--- src/rtl/apb2axi_pkg.sv ---
// Shared completion types for the APB-to-AXI bridge: completion entry layout and
// completion source encoding used by the completion arbiter.
package apb2axi_pkg;

   localparam int unsigned TAG_W = 4;

   typedef struct packed {
      logic [TAG_W-1:0] tag;
      logic             is_write;
      logic             error;
      logic [15:0]      data;
   } completion_entry_t;

   localparam int unsigned COMPLETION_W = $bits(completion_entry_t);

   typedef enum logic {
      CPL_SRC_RD = 1'b0,
      CPL_SRC_WR = 1'b1
   } cpl_src_e;

   typedef enum logic {
      SlotEmpty = 1'b0,
      SlotFull  = 1'b1
   } slot_state_e;

endpackage

--- src/rtl/apb2axi_cpl_fifo.sv ---
// Small synchronous FIFO holding completions from one source; head is visible
// combinationally so the arbiter can inspect it before popping.
module apb2axi_cpl_fifo #(
   parameter int unsigned DEPTH = 2,
   parameter int unsigned W     = 8
) (
   input  logic                     clk,
   input  logic                     rst_n,
   input  logic                     push,
   input  logic                     pop,
   input  logic [W-1:0]             din,
   output logic [W-1:0]             head,
   output logic [$clog2(DEPTH):0]   count,
   output logic                     full,
   output logic                     empty
);

   localparam int unsigned AW   = (DEPTH > 1) ? $clog2(DEPTH) : 1;
   localparam int unsigned CntW = $clog2(DEPTH) + 1;

   logic [W-1:0]    mem_q [DEPTH];
   logic [W-1:0]    mem_d [DEPTH];
   logic [AW-1:0]   wr_ptr_q, wr_ptr_d;
   logic [AW-1:0]   rd_ptr_q, rd_ptr_d;
   logic [CntW-1:0] count_q, count_d;

   // DEPTH is a power of two, so pointer overflow is the modulo wrap.
   always_comb begin
      mem_d    = mem_q;
      wr_ptr_d = wr_ptr_q;
      rd_ptr_d = rd_ptr_q;
      count_d  = count_q;
      if (push) begin
         mem_d[wr_ptr_q] = din;
         wr_ptr_d        = wr_ptr_q + AW'(1);
      end
      if (pop) begin
         rd_ptr_d = rd_ptr_q + AW'(1);
      end
      case ({push, pop})
         2'b10:   count_d = count_q + CntW'(1);
         2'b01:   count_d = count_q - CntW'(1);
         default: count_d = count_q;
      endcase
   end

   always_ff @(posedge clk) begin
      if (!rst_n) begin
         wr_ptr_q <= '0;
         rd_ptr_q <= '0;
         count_q  <= '0;
      end else begin
         wr_ptr_q <= wr_ptr_d;
         rd_ptr_q <= rd_ptr_d;
         count_q  <= count_d;
      end
   end

   always_ff @(posedge clk) begin
      mem_q <= mem_d;
   end

   assign head  = mem_q[rd_ptr_q];
   assign count = count_q;
   assign full  = (count_q == CntW'(DEPTH));
   assign empty = (count_q == '0);

endmodule

--- src/rtl/apb2axi_cpl_arbiter.sv ---
// Merges read and write completions into one registered stream via round-robin.
// Define APB2AXI_CPL_ERR_PRIO_EN to let an erroring head win over a clean one.
module apb2axi_cpl_arbiter
   import apb2axi_pkg::*;
#(
   parameter int unsigned FIFO_DEPTH = 2
) (
   input  logic                          pclk,
   input  logic                          presetn,
   input  logic                          rd_cpl_valid,
   input  logic [COMPLETION_W-1:0]       rd_cpl_data,
   output logic                          rd_cpl_ready,
   input  logic                          wr_cpl_valid,
   input  logic [COMPLETION_W-1:0]       wr_cpl_data,
   output logic                          wr_cpl_ready,
   output logic                          gw_cpl_valid,
   output logic [COMPLETION_W-1:0]       gw_cpl_data,
   input  logic                          gw_cpl_ready,
   output logic [$clog2(FIFO_DEPTH):0]   rd_fifo_count,
   output logic [$clog2(FIFO_DEPTH):0]   wr_fifo_count,
   output logic                          last_grant
);

   logic                    rd_push, rd_pop, rd_full, rd_empty;
   logic                    wr_push, wr_pop, wr_full, wr_empty;
   logic [COMPLETION_W-1:0] rd_head, wr_head;
   logic                    slot_free, load;
   cpl_src_e                grant;

   slot_state_e             slot_q, slot_d;
   logic [COMPLETION_W-1:0] gw_data_q, gw_data_d;
   cpl_src_e                last_grant_q, last_grant_d;

   // Readiness comes only from registered occupancy, never from the gateway side.
   assign rd_cpl_ready = !rd_full;
   assign wr_cpl_ready = !wr_full;
   assign rd_push      = rd_cpl_valid && rd_cpl_ready;
   assign wr_push      = wr_cpl_valid && wr_cpl_ready;

   apb2axi_cpl_fifo #(
      .DEPTH (FIFO_DEPTH),
      .W     (COMPLETION_W)
   ) u_rd_fifo (
      .clk   (pclk),
      .rst_n (presetn),
      .push  (rd_push),
      .pop   (rd_pop),
      .din   (rd_cpl_data),
      .head  (rd_head),
      .count (rd_fifo_count),
      .full  (rd_full),
      .empty (rd_empty)
   );

   apb2axi_cpl_fifo #(
      .DEPTH (FIFO_DEPTH),
      .W     (COMPLETION_W)
   ) u_wr_fifo (
      .clk   (pclk),
      .rst_n (presetn),
      .push  (wr_push),
      .pop   (wr_pop),
      .din   (wr_cpl_data),
      .head  (wr_head),
      .count (wr_fifo_count),
      .full  (wr_full),
      .empty (wr_empty)
   );

`ifdef APB2AXI_CPL_ERR_PRIO_EN
   completion_entry_t rd_entry, wr_entry;
   assign rd_entry = rd_head;
   assign wr_entry = wr_head;
`endif

   always_comb begin
      grant = CPL_SRC_RD;
      if (rd_empty) begin
         grant = CPL_SRC_WR;
      end else if (wr_empty) begin
         grant = CPL_SRC_RD;
`ifdef APB2AXI_CPL_ERR_PRIO_EN
      end else if (rd_entry.error != wr_entry.error) begin
         grant = wr_entry.error ? CPL_SRC_WR : CPL_SRC_RD;
`endif
      end else begin
         grant = (last_grant_q == CPL_SRC_RD) ? CPL_SRC_WR : CPL_SRC_RD;
      end
   end

   assign slot_free = !gw_cpl_valid || gw_cpl_ready;
   assign load      = slot_free && !(rd_empty && wr_empty);
   assign rd_pop    = load && (grant == CPL_SRC_RD);
   assign wr_pop    = load && (grant == CPL_SRC_WR);

   // Output slot: state register.
   always_ff @(posedge pclk) begin
      if (!presetn) begin
         slot_q       <= SlotEmpty;
         gw_data_q    <= '0;
         last_grant_q <= CPL_SRC_WR;
      end else begin
         slot_q       <= slot_d;
         gw_data_q    <= gw_data_d;
         last_grant_q <= last_grant_d;
      end
   end

   // Output slot: next state. Data is held whenever nothing is loaded.
   always_comb begin
      slot_d       = slot_q;
      gw_data_d    = gw_data_q;
      last_grant_d = last_grant_q;
      if (slot_free) begin
         slot_d = load ? SlotFull : SlotEmpty;
      end
      if (load) begin
         gw_data_d    = (grant == CPL_SRC_WR) ? wr_head : rd_head;
         last_grant_d = grant;
      end
   end

   // Output slot: outputs.
   always_comb begin
      gw_cpl_valid = (slot_q == SlotFull);
      gw_cpl_data  = gw_data_q;
      last_grant   = last_grant_q;
   end

endmodule

--- config.mk ---
export PLATFORM = sky130hd
export DESIGN_NAME = apb2axi_cpl_arbiter
export DESIGN_NICKNAME = d
export VERILOG_FILES = /design/src/rtl/apb2axi_pkg.sv /design/src/rtl/apb2axi_cpl_fifo.sv /design/src/rtl/apb2axi_cpl_arbiter.sv
export SDC_FILE = /design/constraint.sdc
export NUM_CORES = 1
export LEC_CHECK = 0
export ABC_AREA = 0
export CAP_MARGIN = 20
export CORE_MARGIN = 2
export CORE_UTILIZATION = 46
export CTS_BUF_LIST = sky130_fd_sc_hd__clkbuf_8
export DETAILED_ROUTE_END_ITERATION = 7
export GPL_ROUTABILITY_DRIVEN = 0
export GPL_TIMING_DRIVEN = 0
export HOLD_SLACK_MARGIN = 0.1
export PLACE_DENSITY = 0.7
export SLEW_MARGIN = 20
export SYNTH_ARGS = -nofsm -noshare
export SYNTH_HDL_FRONTEND = slang
export SYNTH_SLANG_ARGS = --single-unit
export TNS_END_PERCENT = 100
--- constraint.sdc ---
create_clock -name pclk -period 3.2 [get_ports pclk]
set_input_delay 0.8 -clock pclk [delete_from_list [all_inputs] [get_ports pclk]]
set_output_delay 0.8 -clock pclk [all_outputs]
set_load 0.005 [all_outputs]
==> metrics.txt, run 1 <==
Hold WS=0.531 ns; Initial Utilization=47.1%; post-layout worst setup margin=0.264 ns; worst vdd ir=0.459 mV; Worst Hold Class=reg -> reg; H-tree depth=4; Fill cells=765; clock tree root buffer cell=clkbuf_8; endpoints failing setup=0; EDFF count, synth=88; Req. time, crit path=3.56 ns; vias in the first global route=2,916; Worst EP arrival=3.30 ns; Routed Antenna Nets=0; cell with the most instances on the worst path=clkbuf_1; number of CTS-inserted buffers=17; hold_buf cts=0; Synth async-reset ratio=0%; WL per Instance=18.9 microns; post-synthesis sequential area ratio=71.7%; Final Max Slew Viols=0; clock sinks=120; 1st-pass router iterations=4; GR Layer Usage met1=23.5%; max-cap violation count=0; # DRC=0; final hold vios=0; Antenna diodes=0; post-cts sizing count=0; gr busiest metal=met2; power per cell area=882 nW/um^2; worst rel slew slack=33.0%; Post-CTS Setup Inserts=0; final net count=425; Detailed Place HPWL=6390 microns; Most used DFF post-synth=edfxtp_1; synth warn=0; Seq cells post-synth=120; Synthesized Nets=328; clock skew=0.00969 ns; IO buf count=78; type of the worst setup path=in -> reg; antenna violations before repair=0; die area=10,800 sq um; met2 Use GR=31.7%; fin crit period=2.94 ns; syn avg cell area=16.5 sq um; Mapped Area=4580 sq um; crit-path max FO=10; RSZ-0062 raised after global routing=no; die width=104 microns; CTS max path bufs=2; DR iter-0 viols=106; critical path, cell by cell=clkdlybuf4s50_1 -> nor2b_1 -> clkbuf_1 -> clkbuf_1 -> nor3_1 -> ha_1 -> or3_1 -> a21oi_1; Worst-path clk slew=0.07 ns; I/O pin cnt=79; leakage=0.00197 uW; M3 GR Usage=5.22%; CTS tree=yes; Area Overhead vs Synth=29.6%; clk_lat worst skew=0.43 ns; total wire length=9810 microns; share of post-route cells with drive strength above 1=15.0%; CP Buf/Inv Count=3; CP peak stage delay=0.46 ns; status=finished clean; CP max-delay cell=clkbuf_1; post-synthesis cell type count=33; first-pass GRT wire length=15,400 microns; GRT Overall Usage=19.0%; Placement Rows=36; pin count of the biggest net entering global routing=23; fmax=0.341 GHz; Slew @ Worst Pin=0.999 ns; vias per cell=5.35; pre-CTS setup slack=-0.139 ns; Chip Height=104 microns; Core Area=9730 sq um; Crit path max-delay family=buffers and inverters; cells after synthesis=277; via count=2,781; Critical Path Start Type=primary input; commonest non-fill, non-tap cell in the layout=edfxtp_1; period utilization=91.7%; grt total ovfl=0; endpoint class of the critical path=flip-flop; most frequent cells in the layout=edfxtp_1, clkdlybuf4s50_1, mux2i_1
==> cells in the mapped netlist, types with 2 or more instances <==
cell type / instances / area [sq um]
mux2i_1: 44 / 440
nor2_1: 5 / 18.8
or4_1: 3 / 22.5
a21oi_1: 7 / 35.0
nand3b_1: 2 / 15.0
nand2b_1: 3 / 18.8
clkbuf_1: 9 / 33.8
buf_1: 2 / 7.51
o211ai_1: 23 / 173
dfxtp_1: 32 / 641
and3_1: 2 / 12.5
buf_2: 6 / 30.0
xor2_1: 2 / 17.5
o221ai_2: 13 / 195
o221ai_1: 9 / 78.8
edfxtp_1: 88 / 2640
nand2_1: 2 / 7.51
o21ai_0: 4 / 20.0
ha_1: 2 / 25.0
xnor2_1: 2 / 17.5
a21bo_2: 2 / 20.0
o31ai_1: 2 / 15.0
inv_1: 2 / 7.51
or3_1: 2 / 12.5
==> cell type report <==
class	instances	area, sq um	share of cell area, %
inverter	3	11.3	0.190
tap	133	166	2.80
clock inverter	14	159	2.68
sequential	120	3280	55.3
clock buffer	18	248	4.17
timing repair buffer	78	781	13.1
buffer	19	90.1	1.52
multi-input combinational	135	1200	20.2
==> final timing paths <==
check | start | end | slack [ns] | cells after the start
worst min-delay path | gw_cpl_data[3]$_SDFFE_PN0P_ | gw_cpl_data[3]$_SDFFE_PN0P_ | 0.53 | 2
worst max register to register | gw_cpl_valid$_SDFFE_PN0P_ | u_rd_fifo.count[1]$_SDFFE_PN0P_ | 0.68 | 7
worst max-delay path | gw_cpl_ready | u_rd_fifo.count[1]$_SDFFE_PN0P_ | 0.26 | 8
worst min register to register | gw_cpl_data[3]$_SDFFE_PN0P_ | gw_cpl_data[3]$_SDFFE_PN0P_ | 0.53 | 2
==> state kept, by name, summed over array words and instances, names as in the netlist <==
| name | count |
|---|---|
| u_wr_fifo.count | 2 |
| u_rd_fifo.mem_q | 44 |
| u_rd_fifo.count | 2 |
| u_wr_fifo.mem_q | 44 |
| last_grant | 1 |
| u_wr_fifo.wr_ptr_q | 1 |
| u_wr_fifo.rd_ptr_q | 1 |
| gw_cpl_data | 22 |
| gw_cpl_valid | 1 |
| u_rd_fifo.wr_ptr_q | 1 |
| u_rd_fifo.rd_ptr_q | 1 |
==> power by group <==
part | internal, uW | switching [uW]
logic | 811 | 844
registers | 2030 | 175
clock network | 782 | 599
total | 3620 | 1620
==> routing by layer <==
layer	part of all wire (%)	up-vias
met5	0	-
met4	1.4	0
met3	5.2	10
met2	51	86
met1	43	1372
li1	-	1313
==> tightest hold or removal path: stages, from the launching register on <==
cell	delay, ns
dfxtp_1	0.34
o211ai_1	0.09
o221ai_1	0.07
==> logic make-up (layout without fill, tap and decap cells) <==
| logic type | Yosys count | count (layout) | synth area share [%] |
|---|---|---|---|
| DFF | 120 | 120 | 71.7 |
| AOI/OAI and AO/OA | 62 | 62 | 12.1 |
| muxes | 44 | 44 | 9.61 |
| and+or+nand+nor | 23 | 23 | 3.11 |
| buffers and inverters | 22 | 132 | 2.21 |
| xor gates and xnor gates | 4 | 4 | 0.765 |
| adders and majority gates | 2 | 2 | 0.546 |
==> through the flow <==
step / cell area (sq um) / instances / util, % / power, uW / setup TNS [ns]
global route: 5940 / 520 / 61.0 / 5500 / 0
floorplan: 4580 / 277 / - / 3140 / 0
global placement: 5530 / 488 / 56.8 / 3830 / -0.143
finish: 5940 / 520 / 61.0 / 5240 / 0
detailed placement: 5530 / 488 / 56.8 / 3890 / -0.139
CTS: 5940 / 520 / 61.0 / 5280 / 0
(Power assumes the default switching activity.)
==> inputs of run 2 (changes only) <==
- SLEW_MARGIN: 20 -> not set
==> metrics.txt, run 2 (synthesis gave the netlist of run 1 again) <==
Placement Rows=36 (unchanged); Req. time, crit path=3.57 ns (about the same); vias in the first global route=2,906 (-0.34%); status=finished clean; final hold vios=0 (unchanged); Pint=3570 uW (-1.5%); clock sinks=120 (unchanged); DR iter-0 viols=133 (+25%); Worst Hold Class=reg -> reg; antenna violations before repair=0 (unchanged); WHS Endpoint=gw_cpl_valid$_SDFFE_PN0P_; max-cap violation count=0 (unchanged); area taken by multi-input logic gates=1200 sq um (-0.21%); R2R Path End=u_rd_fifo.count[1]$_SDFFE_PN0P_; path depth of the worst reg2reg path=7 (unchanged); total wire length=9740 microns (-0.70%); 1st-pass router iterations=4 (unchanged); type of the worst setup path=in -> reg; Post-CTS Setup Inserts=0 (unchanged); power per cell area=873 nW/um^2 (-1.0%); Chip Height=104 microns (unchanged); Hold WS=0.525 ns (-0.00524 ns); H-tree depth=4 (unchanged); Detailed Place HPWL=6430 microns (+0.67%); Post-Route Utilization=61.4% (+0.33 points); die area=10,800 sq um (unchanged); endpoint class of the critical path=flip-flop; grt total ovfl=0 (unchanged); die width=104 microns (unchanged); register share of total power=42.2% (+0.2 points); hold_buf cts=0 (unchanged); leakage=0.00198 uW (+0.74%); clk_lat worst skew=0.43 ns (about the same); commonest non-fill, non-tap cell in the layout=edfxtp_1; pin count of the biggest net entering global routing=23 (unchanged); WHS Path Cells=2 (unchanged); fmax=0.340 GHz (-0.32%); Initial Utilization=47.1% (unchanged); endpoints failing setup=0 (unchanged); fin crit period=2.95 ns (+0.00953 ns); Antenna diodes=0 (unchanged); worst vdd ir=0.379 mV (-17%); CTS tree=yes; Clock Power Share=25.8% (-0.6 points); final net count=428 (+0.71%); first-pass GRT wire length=15,400 microns (+0.18%); period utilization=92.0% (+0.30 points); via count=2,809 (+1.0%); most frequent cells in the layout=edfxtp_1, clkdlybuf4s50_1, mux2i_1; clock tree root buffer cell=clkbuf_8; clock skew=0.0134 ns (+0.00368 ns); Sw Ratio=31.6% (+0.72 points); Core Area=9730 sq um (unchanged); Reg2Reg Setup Slack=0.68 ns (about the same); Worst EP arrival=3.31 ns (about the same); IO buf count=78 (unchanged); Final Max Slew Viols=0 (unchanged); Worst-path clk slew=0.08 ns (about the same); Area Overhead vs Synth=30.3%; Fill cells=759 (-0.78%); Net Switching=1650 uW (+1.9%); I/O pin cnt=79 (unchanged); crit-path max FO=10 (unchanged); Logic pwr share=32.0% (+0.4 points); Worst R2R Start=gw_cpl_valid$_SDFFE_PN0P_; share of post-route cells with drive strength above 1=15.9% (+0.91 points); Critical Path Start Type=primary input; GRT Overall Usage=18.8% (-0.26 points); hold path startpoint=gw_cpl_valid$_SDFFE_PN0P_; register area=3280 sq um (unchanged); WL per Instance=18.6 microns (-1.3%); CTS max path bufs=2 (unchanged); vias per cell=5.37 (+0.43%); number of CTS-inserted buffers=17 (unchanged); worst rel slew slack=33.3% (+0.29 points); # DRC=0 (unchanged); RSZ-0062 raised after global routing=no; Routed Antenna Nets=0 (unchanged); Slew @ Worst Pin=0.999 ns (+0.000702 ns); post-cts sizing count=0 (unchanged)
[run 2: worst max path at each step]
stage,to,start
finish,u_rd_fifo.count[1]$_SDFFE_PN0P_,gw_cpl_ready
global placement,u_rd_fifo.count[1]$_SDFFE_PN0P_,gw_cpl_ready
global route,u_rd_fifo.count[1]$_SDFFE_PN0P_,gw_cpl_ready
detailed placement,u_rd_fifo.count[1]$_SDFFE_PN0P_,gw_cpl_ready
floorplan,u_rd_fifo.count[1]$_SDFFE_PN0P_,gw_cpl_ready
CTS,u_rd_fifo.count[1]$_SDFFE_PN0P_,gw_cpl_ready
[run 2: layout make-up]
| type | count | area share, % |
|---|---|---|
| buffer | 19 | 1.51 |
| clock buffer | 18 | 4.15 |
| clock inverter | 14 | 2.49 |
| inverter | 3 | 0.189 |
| multi-input combinational | 135 | 20.1 |
| sequential | 120 | 55.0 |
| tap | 133 | 2.79 |
| timing repair buffer | 81 | 13.8 |
[run 2: worst max-delay path, cell delays in order]
cell	delay (ns)
clkdlybuf4s50_1	0.41
nor2b_1	0.25
clkbuf_1	0.38
clkbuf_1	0.46
nor3_1	0.14
ha_1	0.36
or3_1	0.38
a21oi_1	0.13
[run 2: per-layer routing]
| metal | up-vias | GRT usage (%) | part of all wire [%] |
|---|---|---|---|
| met5 | - | 0 | 0 |
| met4 | 0 | 5.89 | 0.98 |
| met3 | 6 | 5.92 | 6.7 |
| li1 | 1319 | - | - |
| met2 | 104 | 31.3 | 50 |
| met1 | 1380 | 23.4 | 43 |
[run 2: stage by stage]
step / total power (uW) / cell area (sq um) / TNS (ns) / instances / worst slack, ns
2_1_floorplan: 3140 / 4580 / 0 / 277 / 0.722
3_3_place_gp: 3830 / 5530 / -0.143 / 488 / -0.143
3_5_place_dp: 3890 / 5540 / -0.132 / 489 / -0.132
4_1_cts: 5230 / 5940 / 0 / 521 / 0.291
5_1_grt: 5480 / 5970 / 0 / 523 / 0.147
6_report: 5210 / 5970 / 0 / 523 / 0.255
[run 2: power by group through the flow]
stage	combinational [uW]	sequential, uW	clock, uW
2_1_floorplan	936	2200	0
3_3_place_gp	1600	2220	0
3_5_place_dp	1650	2230	0
4_1_cts	1670	2200	1360
5_1_grt	1810	2230	1440
6_report	1670	2200	1350
